<file path="config.mk">
export PLATFORM = sky130hd
export DESIGN_NAME = multicycle_controller
export DESIGN_NICKNAME = d
export VERILOG_FILES = /design/src/rtl/multicycle_controller.sv
export SDC_FILE = /design/constraint.sdc
export NUM_CORES = 1
export LEC_CHECK = 0
export ABC_AREA = 1
export CAP_MARGIN = 10
export CORE_UTILIZATION = 30
export CTS_BUF_LIST = sky130_fd_sc_hd__clkbuf_8 sky130_fd_sc_hd__clkbuf_16
export DETAILED_ROUTE_END_ITERATION = 16
export GPL_TIMING_DRIVEN = 0
export PLACE_DENSITY = 0.65
export SYNTH_ARGS = -nofsm -noshare
export SYNTH_HDL_FRONTEND = slang
export SYNTH_SLANG_ARGS = --single-unit
export TNS_END_PERCENT = 50
</file>
<file path="constraint.sdc">
create_clock -name clk -period 2 [get_ports clk]
set_input_delay 0.4 -clock clk [delete_from_list [all_inputs] [get_ports clk]]
set_output_delay 0.4 -clock clk [all_outputs]
set_load 0.005 [all_outputs]
</file>
<file path="src/rtl/multicycle_controller.sv">
// Control FSM for the multi-cycle MIPS datapath, with memory-ready timeout and sticky bus_error.
// Optional build macro MCC_JUMP_EN adds the j (000010) instruction through a JUMP state.
module multicycle_controller #(
   parameter int MEM_WAIT_MAX = 15,
   parameter bit LOGIC_ZEXT   = 1'b1
) (
   input  logic       clk,
   input  logic       rst,
   input  logic [5:0] opcode,
   input  logic       zero,
   input  logic       mem_ready,
   output logic       pc_en,
   output logic       i_or_d,
   output logic       mem_read,
   output logic       mem_write,
   output logic       ir_write,
   output logic       reg_dst,
   output logic       mem_to_reg,
   output logic       reg_write,
   output logic       alu_src_a,
   output logic [1:0] alu_src_b,
   output logic [1:0] alu_op,
   output logic [1:0] pc_source,
   output logic       ext_sel,
   output logic       bus_error,
   output logic       illegal_op
);

   localparam int CNT_W = $clog2(MEM_WAIT_MAX + 1);
   localparam logic [CNT_W-1:0] WAIT_LAST = CNT_W'(MEM_WAIT_MAX - 1);

   localparam logic [5:0] OP_RTYPE = 6'b000000;
   localparam logic [5:0] OP_J     = 6'b000010;
   localparam logic [5:0] OP_BEQ   = 6'b000100;
   localparam logic [5:0] OP_BNE   = 6'b000101;
   localparam logic [5:0] OP_ADDI  = 6'b001000;
   localparam logic [5:0] OP_SLTI  = 6'b001010;
   localparam logic [5:0] OP_ANDI  = 6'b001100;
   localparam logic [5:0] OP_ORI   = 6'b001101;
   localparam logic [5:0] OP_LW    = 6'b100011;
   localparam logic [5:0] OP_SW    = 6'b101011;

   typedef enum logic [3:0] {
      S_IDLE, S_FETCH, S_DECODE, S_MEM_ADDR, S_MEM_RD, S_MEM_WB, S_MEM_WR,
      S_EXEC_R, S_R_WB, S_EXEC_I, S_I_WB, S_BRANCH, S_HALT
`ifdef MCC_JUMP_EN
      , S_JUMP
`endif
   } state_t;

   state_t           state, state_next;
   logic [CNT_W-1:0] wait_cnt;
   logic             waiting;
   logic             timeout;

   // The wait counter only runs while parked in a memory state; any state change restarts it.
   always_ff @(posedge clk or posedge rst) begin
      if (rst) begin
         state     <= S_IDLE;
         wait_cnt  <= '0;
         bus_error <= 1'b0;
      end else begin
         state <= state_next;
         if (timeout)
            bus_error <= 1'b1;
         if (state_next != state)
            wait_cnt <= '0;
         else if (waiting && !mem_ready)
            wait_cnt <= wait_cnt + 1'b1;
      end
   end

   always_comb begin
      state_next = state;
      waiting    = 1'b0;
      timeout    = 1'b0;
      pc_en      = 1'b0;
      i_or_d     = 1'b0;
      mem_read   = 1'b0;
      mem_write  = 1'b0;
      ir_write   = 1'b0;
      reg_dst    = 1'b0;
      mem_to_reg = 1'b0;
      reg_write  = 1'b0;
      alu_src_a  = 1'b0;
      alu_src_b  = 2'b00;
      alu_op     = 2'b00;
      pc_source  = 2'b00;
      ext_sel    = 1'b1;
      illegal_op = 1'b0;
      case (state)
         S_IDLE: begin
            ext_sel    = 1'b0;
            state_next = S_FETCH;
         end
         S_FETCH: begin
            waiting   = 1'b1;
            mem_read  = 1'b1;
            alu_src_b = 2'b01;
            if (mem_ready) begin
               ir_write   = 1'b1;
               pc_en      = 1'b1;
               state_next = S_DECODE;
            end else if (wait_cnt == WAIT_LAST) begin
               timeout    = 1'b1;
               state_next = S_HALT;
            end
         end
         S_DECODE: begin
            alu_src_b = 2'b11;
            case (opcode)
               OP_LW, OP_SW:                    state_next = S_MEM_ADDR;
               OP_RTYPE:                        state_next = S_EXEC_R;
               OP_BEQ, OP_BNE:                  state_next = S_BRANCH;
               OP_ADDI, OP_SLTI, OP_ANDI, OP_ORI: state_next = S_EXEC_I;
`ifdef MCC_JUMP_EN
               OP_J:                            state_next = S_JUMP;
`endif
               default: begin
                  illegal_op = 1'b1;
                  state_next = S_FETCH;
               end
            endcase
         end
         S_MEM_ADDR: begin
            alu_src_a  = 1'b1;
            alu_src_b  = 2'b10;
            state_next = (opcode == OP_SW) ? S_MEM_WR : S_MEM_RD;
         end
         S_MEM_RD: begin
            waiting  = 1'b1;
            mem_read = 1'b1;
            i_or_d   = 1'b1;
            if (mem_ready) begin
               state_next = S_MEM_WB;
            end else if (wait_cnt == WAIT_LAST) begin
               timeout    = 1'b1;
               state_next = S_HALT;
            end
         end
         S_MEM_WB: begin
            reg_write  = 1'b1;
            mem_to_reg = 1'b1;
            state_next = S_FETCH;
         end
         S_MEM_WR: begin
            waiting   = 1'b1;
            mem_write = 1'b1;
            i_or_d    = 1'b1;
            if (mem_ready) begin
               state_next = S_FETCH;
            end else if (wait_cnt == WAIT_LAST) begin
               timeout    = 1'b1;
               state_next = S_HALT;
            end
         end
         S_EXEC_R: begin
            alu_src_a  = 1'b1;
            alu_op     = 2'b10;
            state_next = S_R_WB;
         end
         S_R_WB: begin
            reg_write  = 1'b1;
            reg_dst    = 1'b1;
            state_next = S_FETCH;
         end
         // Logical immediates take the zero-extended operand when LOGIC_ZEXT is set.
         S_EXEC_I: begin
            alu_src_a  = 1'b1;
            alu_src_b  = 2'b10;
            alu_op     = 2'b11;
            if (LOGIC_ZEXT && (opcode == OP_ANDI || opcode == OP_ORI))
               ext_sel = 1'b0;
            state_next = S_I_WB;
         end
         S_I_WB: begin
            reg_write  = 1'b1;
            state_next = S_FETCH;
         end
         S_BRANCH: begin
            alu_src_a  = 1'b1;
            alu_op     = 2'b01;
            pc_source  = 2'b01;
            pc_en      = (opcode == OP_BNE) ? !zero : zero;
            state_next = S_FETCH;
         end
`ifdef MCC_JUMP_EN
         S_JUMP: begin
            pc_en      = 1'b1;
            pc_source  = 2'b10;
            state_next = S_FETCH;
         end
`endif
         S_HALT: begin
            ext_sel    = 1'b0;
            state_next = S_HALT;
         end
         default: begin
            ext_sel    = 1'b0;
            state_next = S_IDLE;
         end
      endcase
   end

endmodule

</file>
==> summary.md, run 1 <==
The power per cell area works out to 1318 nW/um2. The run gives 0 as the initial antenna violation count. Data arrives at the worst endpoint at 1.59 ns.

The design draws 1.863 mW. The category of the worst setup path launch point is a flip-flop. Entering global routing, the biggest net connects 10 pins. The post-route netlist has 33.33% of its cells at a drive strength greater than 1. Across the run, the number of max-cap violations was 0. Count of placed standard cells in the final layout, fillers left out: 217. The slowest stage of the critical path is the clkdlybuf4s50_1 cell.

The number of placed instances, taps included, is 201. For the worst setup path, the data required time is 1.60 ns. The first global-routing pass estimated 4388 um of wire. Dividing the detail-routed wire length by the instance count gives 12.65 um. For this design, the sink count on the clock tree is 9.

The floorplan die height was 57.63 um. The post-synthesis register bit count is 9. The run gives 25 as the count of distinct cell types in the synthesized netlist. In the global route stage, overall resource usage came out at 17.01%. The final reports fail on design-rule violations.

After clock tree synthesis, the clock-pin slew on the worst setup and hold paths is 0.04 ns. Counting along the longest clock path gives a buffer depth of 2. For the number of global-route vias before repair, the log shows 1044. The region available for standard cell placement spans 2853 um2. The area fraction of the dominant cell type after synthesis was 24.26%; the post-route worst setup slack was 0.007438 ns. The average vias per placed instance works out to 5.018.

The share of the core filled with cells was 49.56%. The detail route stage leaves a number of antenna-violating nets equal to 0. By area the synthesized netlist is led by dfrtp_1 24%, nand2_1 14%, inv_1 8.1%. The HPWL after detailed placement is 1860 um.

The largest single stage delay on the critical path is 0.49 ns. The tools report the instance area after placement as 1227 um2. Static timing analysis puts the maximum clock frequency at 0.5019 GHz.

The worst register-to-register path ends at wait_cnt[0]. Critical register-to-register path startpoint: state[3]. In this run the clock root is driven by a clkbuf_8. Final period utilization: 99.63%. The number of max-slew violations in the final report is 0. The per-instance average area after synthesis was 6.447 um2; the total number of vias was 1089. Leaving out fill and tap cells, the most frequent cell in the layout is nand2_1. Total of buffers placed on input and output ports: 26. The logs give 19 for the cell row count and 0.002651 ns for the clock skew after layout. Number of violations reported at the end of detailed-routing iteration 0: 80. The count of H-tree levels built during CTS was 1. TritonCTS built the clock tree. At the end of routability-driven placement, the weighted congestion stood at 0.8388.

Setup violations remaining at the end of the flow were counted as 0. The cell family contributing the most delay on the critical path is buffers and inverters. Counting every net in the synthesized netlist gives 156. Setup repair after global routing could not meet its margin everywhere. The worst-case register-to-register setup slack was 0.34 ns; the static leakage was 0.7869 nW.

The finished cells cover 1414 um2. The tools report the number of nets in the layout as 199. The tools report the hold violation count in the final report as 0. At the later pin of the worst-skew pair, clock insertion delay measures 0.23 ns. The critical path contains buffers and inverters numbering 3 combined. IR analysis of the VDD net gives a maximum drop of 0.4171 mV. Clock tree synthesis inserted a total of 3 buffers.

The worst setup path is captured at an output port. The worst setup timing slack at the placement stage was -0.4832 ns; the number of cell instances on the worst register-to-register path was 10. The die extent in x was 57.63 um. For this run, the register share of the synthesized area comes to 24.26%.

The number of ports placed on the die boundary was 28; the Yosys warning count was 0. For this design, the CTS-stage hold fixing added 0 buffers. The worst hold-check slack is 0.4361 ns, and the peak fanout along the critical path is 6.

The die area came out at 3321 um2. The largest total area in the synthesized netlist belongs to dfrtp_1. The post-layout minimum cycle time was 1.993 ns.

The number of antenna diodes in the final layout is 0. The count of TritonRoute iterations in the first routing pass is 10. The setup path with the least slack is of type flip-flop to output port. Initial cell density of the core: 32.54%. Walking the worst path, the cells encountered are buf_4 > nor2_4 > nand2_2 > inv_1 > clkdlybuf4s50_1. The logs give 928.4 um2 for the mapped cell area and 0 ns for the setup TNS. The flow ran to the end, but the final reports show violations.

Counting every instance in the synthesized netlist gives 144. From synthesis to final layout, the design area changed by 52.29%. Residual DRC count: 3.

The sum of routed wire length over all layers is 2746 um. The tightest min-delay check is of the primary input to asynchronous set/reset pin type. In the layout the commonest cells are 29 x nand2_1, 18 x inv_1, 14 x nand2_2, 14 x nand3_1. For this run the aggregate overflow at the end of global routing stands at 0.
[layout make-up]
class                           instances  area, um2
Buffer                                  1      7.507
Clock buffer                            3      41.29
Clock inverter                          1      3.754
Inverter                               24      100.1
Timing Repair Buffer                   38      351.6
Fill cell                             289       1439
Sequential cell                         9      230.2
Multi-Input combinational cell        110      640.6
Tap cell                               31      38.79
[sequential cells by signal, summed over array words and instances, names as in the netlist]
signal / cells
bus_error: 1
state: 4
wait_cnt: 4
[synthesized netlist by cell type]
library cell   n
a211oi_1       1
o21ai_0        5
inv_2          3
buf_4          1
nor3_2         4
o22ai_1        1
nor2_1        16
nand2_4        1
nor2_2         2
inv_1         20
nor2_4         3
conb_1         1
xor2_1         3
nand2_1       34
ha_1           2
o21ai_1        1
clkinv_1       1
xnor2_1        1
nand3_1       14
nor3_1         4
o21bai_1       1
dfrtp_1        9
nand3_2        4
nand2_2       10
nand4_1        2
[kinds of logic (layout without fill, tap and decap cells)]
kind of cell / count (synthesis) / after routing / synth area share (%)
and+or+nand+nor: 94 / 94 / 52.83
buffers and inverters: 25 / 67 / 10.51
AOI/OAI and AO/OA: 9 / 9 / 5.526
DFF: 9 / 9 / 24.26
xor gates and xnor gates: 4 / 4 / 3.774
adders and majority gates: 2 / 2 / 2.695
other: 1 / 1 / 0.4039
[where the power goes]
group | switching [mW] | internal [mW]
clock network | 0.0671 | 0.133
logic | 0.768 | 0.585
registers | 0.0810 | 0.229
[worst max-delay path by stage]
stage / from / slack [ns] / end / cells after the start
after floorplan: state[3] / 0.53 / pc_en / 5
after global placement: opcode[0] / -0.46 / pc_en / 7
after detailed placement: opcode[0] / -0.48 / pc_en / 7
after CTS: opcode[0] / -0.16 / pc_en / 7
after global routing: state[2] / -0.06 / mem_read / 5
final: state[2] / 0.007 / pc_source[0] / 5
[routing by layer]
layer	wire length [um]	part of all wire, %	track usage [%]	up-vias
met3	116	4.2	4.688	4
met5	0	0	0	-
met2	1442	53	29.73	31
li1	-	-	-	534
met1	1149	42	19.97	520
met4	38	1.4	5.923	0
[timing repair]
action,in CTS,in global routing
setup buffers,9,3
cloned,0,0
setup endpoints to repair,15,10
pin swaps,4,4
gates resized for setup,29,17
No activity file was read; power rests on OpenSTA's default activity.
==> inputs of run 2 (changes only) <==
- CORE_UTILIZATION: 30 -> 40
- PLACE_DENSITY: 0.65 -> 0.8
==> run 2 against run 1 <==
Sequential power down 3%. Sequential share of layout area decreased by 0.074 points. Combinational power is essentially flat. Via count grew 2.3%. Wire length down 2.6%. Global-route usage is 4.9 points higher. Die area down 24%. The flow finishes with violations (negative setup slack). Critical path type unchanged. Non-clock buffer count unchanged.
==> summary.md, run 2 (synthesis gave the netlist of run 1 again) <==
Setup repair after global routing could not meet its margin everywhere. The highest clock rate is 0.4955 GHz. Setup violations remaining at the end of the flow were counted as 4.

The tools report the clock latency of the later-clocked register in the worst-skew pair as 0.23 ns. The clock passes through at most 2 buffers. The final period utilization was 100.9%. The CTS clock-pin slew for the worst setup and hold paths works out to 0.04 ns. The first global-routing pass estimated 4181 um of wire. From bottom edge to top edge, the die measures 50.18 um.

Once detail routing completed, the nets flagged for antenna violations numbered 0. The arrival time of the worst setup path came out at 1.62 ns. In the final layout, the registers with the most flip-flops are state x4, wait_cnt x4, bus_error x1. The critical path in this run is classified as flip-flop to output port. Buffer type at the clock tree root: clkbuf_8. The logs give 199 for the number of nets in the layout and 28 for the number of ports placed on the die boundary. From synthesis to final layout, the design area changed by 52.16%.

Before CTS, the worst setup slack after placement is -0.4744 ns. In this run the static leakage power is 0.7907 nW. The checks that failed: negative setup slack. For the post-placement cell count, the log shows 198.

The total overflow left after global routing is 0. The commonest non-fill, non-tap cell in the layout was nand2_1. 0 antenna diodes ended up in the layout.

CTS buffer count: 3. In this run the worst path has a maximum fanout of 5. Once the floorplan was initialized, standard cells occupied 42.38% of the core. The run gives 4 as the count of TritonRoute iterations in the first routing pass. Hold violation count in the final report: 0. Worst endpoint required time: 1.60 ns.

For this run, the share of the core covered by cells in the final layout is 64.48%. TritonCTS built the clock tree. The routed layout has 1114 vias. The run gives 1031 as the number of global-route vias before repair.

The class of the most critical hold timing path was primary input to asynchronous set/reset pin. After detailed routing, the number of remaining DRC violations is 0. In this run the core area contains 17 standard-cell rows.

Across the VDD grid, the largest voltage drop is 0.9086 mV. Overall routing resource usage: 21.90%. The worst setup path is launched from a flip-flop. The clock sink count is 9. Post-route worst setup slack: -0.01809 ns. The library cells used most frequently in the layout, excluding fill and tap cells, are 33 x nand2_1, 17 x inv_1, 14 x nand3_1.

Dividing total power by cell area gives a power density of 1294 nW/um2. After floorplanning, the core was sized to cover 2191 um2. The finished layout holds 214 standard cells, fillers aside. The post-layout minimum cycle time was 2.018 ns; the weighted congestion reported at the end of routability-driven placement was 0.9496. The number of max-slew violations in the final report came out at 0. The die covers 2518 um2. The average detailed-routed wire length per instance is 12.50 um, and the count of H-tree levels built during CTS is 1. Summing all multi-input logic gate instances after layout gives 643.1 um2. The tools report the worst hold-check slack as 0.4336 ns. Across the whole layout, storage elements account for 229.0 um2.

In this run, the number of DRC markers left after iteration 0 of detailed routing was 26. The kind of capture point of the worst setup path was an output port. The HPWL after detailed placement is 1845 um. The layout cell share with drive strength beyond 1 is 30.65%.

The run finished, with violations left. The die extent in x works out to 50.18 um. Max-capacitance violation count: 0.

The total of buffers placed on input and output ports was 26; the clock skew after layout was 0.001303 ns. The initial antenna violation count was 0. The sum of routed wire length over all layers was 2675 um; the largest net degree at the start of global routing was 10.

The layout has 181 filler cells. After detailed routing, the number of vias per cell comes to 5.206.
run 2: where the power goes:
| group | total, mW | switching, mW | leakage, nW | internal [mW] |
|---|---|---|---|---|
| Combinational | 1.32 | 0.747 | 0.647 | 0.577 |
| Clock | 0.201 | 0.0677 | 0.0269 | 0.133 |
| Sequential | 0.302 | 0.0751 | 0.117 | 0.227 |
| Total | 1.83 | 0.890 | 0.791 | 0.938 |
run 2: path summary, 6_finish.rpt:
path	from	end	slack [ns]	cells after the start
setup / recovery	state[3]	ext_sel	-0.02	7
hold / removal	rst	wait_cnt[2]	0.43	2
setup reg to reg	wait_cnt[0]	wait_cnt[0]	0.31	11
hold reg to reg	bus_error	bus_error	0.48	1
max in group asynchronous	rst	state[0]	1.29	2
min in group clk	bus_error	bus_error	0.48	1
run 2: area by class of cell:
class	instances	area share [%]
plain buffers	1	0.5314
clock buffers	3	2.923
flip-flops and latches	9	16.21
inverters	24	6.909
multi-input cells	110	45.53
repair buffers	38	25.16
clock inverters	1	0.2657
well taps	28	2.480
run 2: critical path, cell delays in order, from the launching register on:
cell and delay, ns:
dfrtp_2 0.47, nor2_4 0.08, buf_4 0.14, nand2_2 0.09, nand2_1 0.08, a211oi_1 0.17, o21ai_1 0.09, dlygate4sd2_1 0.27
run 2: timing repair:
item                                    in CTS  in global routing
hold buffers                                 0                  0
gates resized for setup                     25                 14
endpoints found under the setup margin      15                 12
setup buffers                               10                  2
pin swaps                                    2                  5
run 2: per-layer routing:
layer	vias up	global-route usage (%)	routed length, um
met1	524	25.09	1105
met3	6	6.364	143
met2	41	38.00	1402
li1	543	-	-
met4	0	8.095	23
met5	-	0	0
run 2: through the flow:
stage | instance area (um2) | power [mW] | TNS, ns
3_3_place_gp | 1224 | 1.386 | -1.138
2_1_floorplan | 928.4 | 0.9909 | 0
6_report | 1413 | 1.828 | -0.05383
4_1_cts | 1363 | 1.750 | -0.2137
3_5_place_dp | 1224 | 1.412 | -1.241
5_1_grt | 1413 | 1.956 | -0.4859
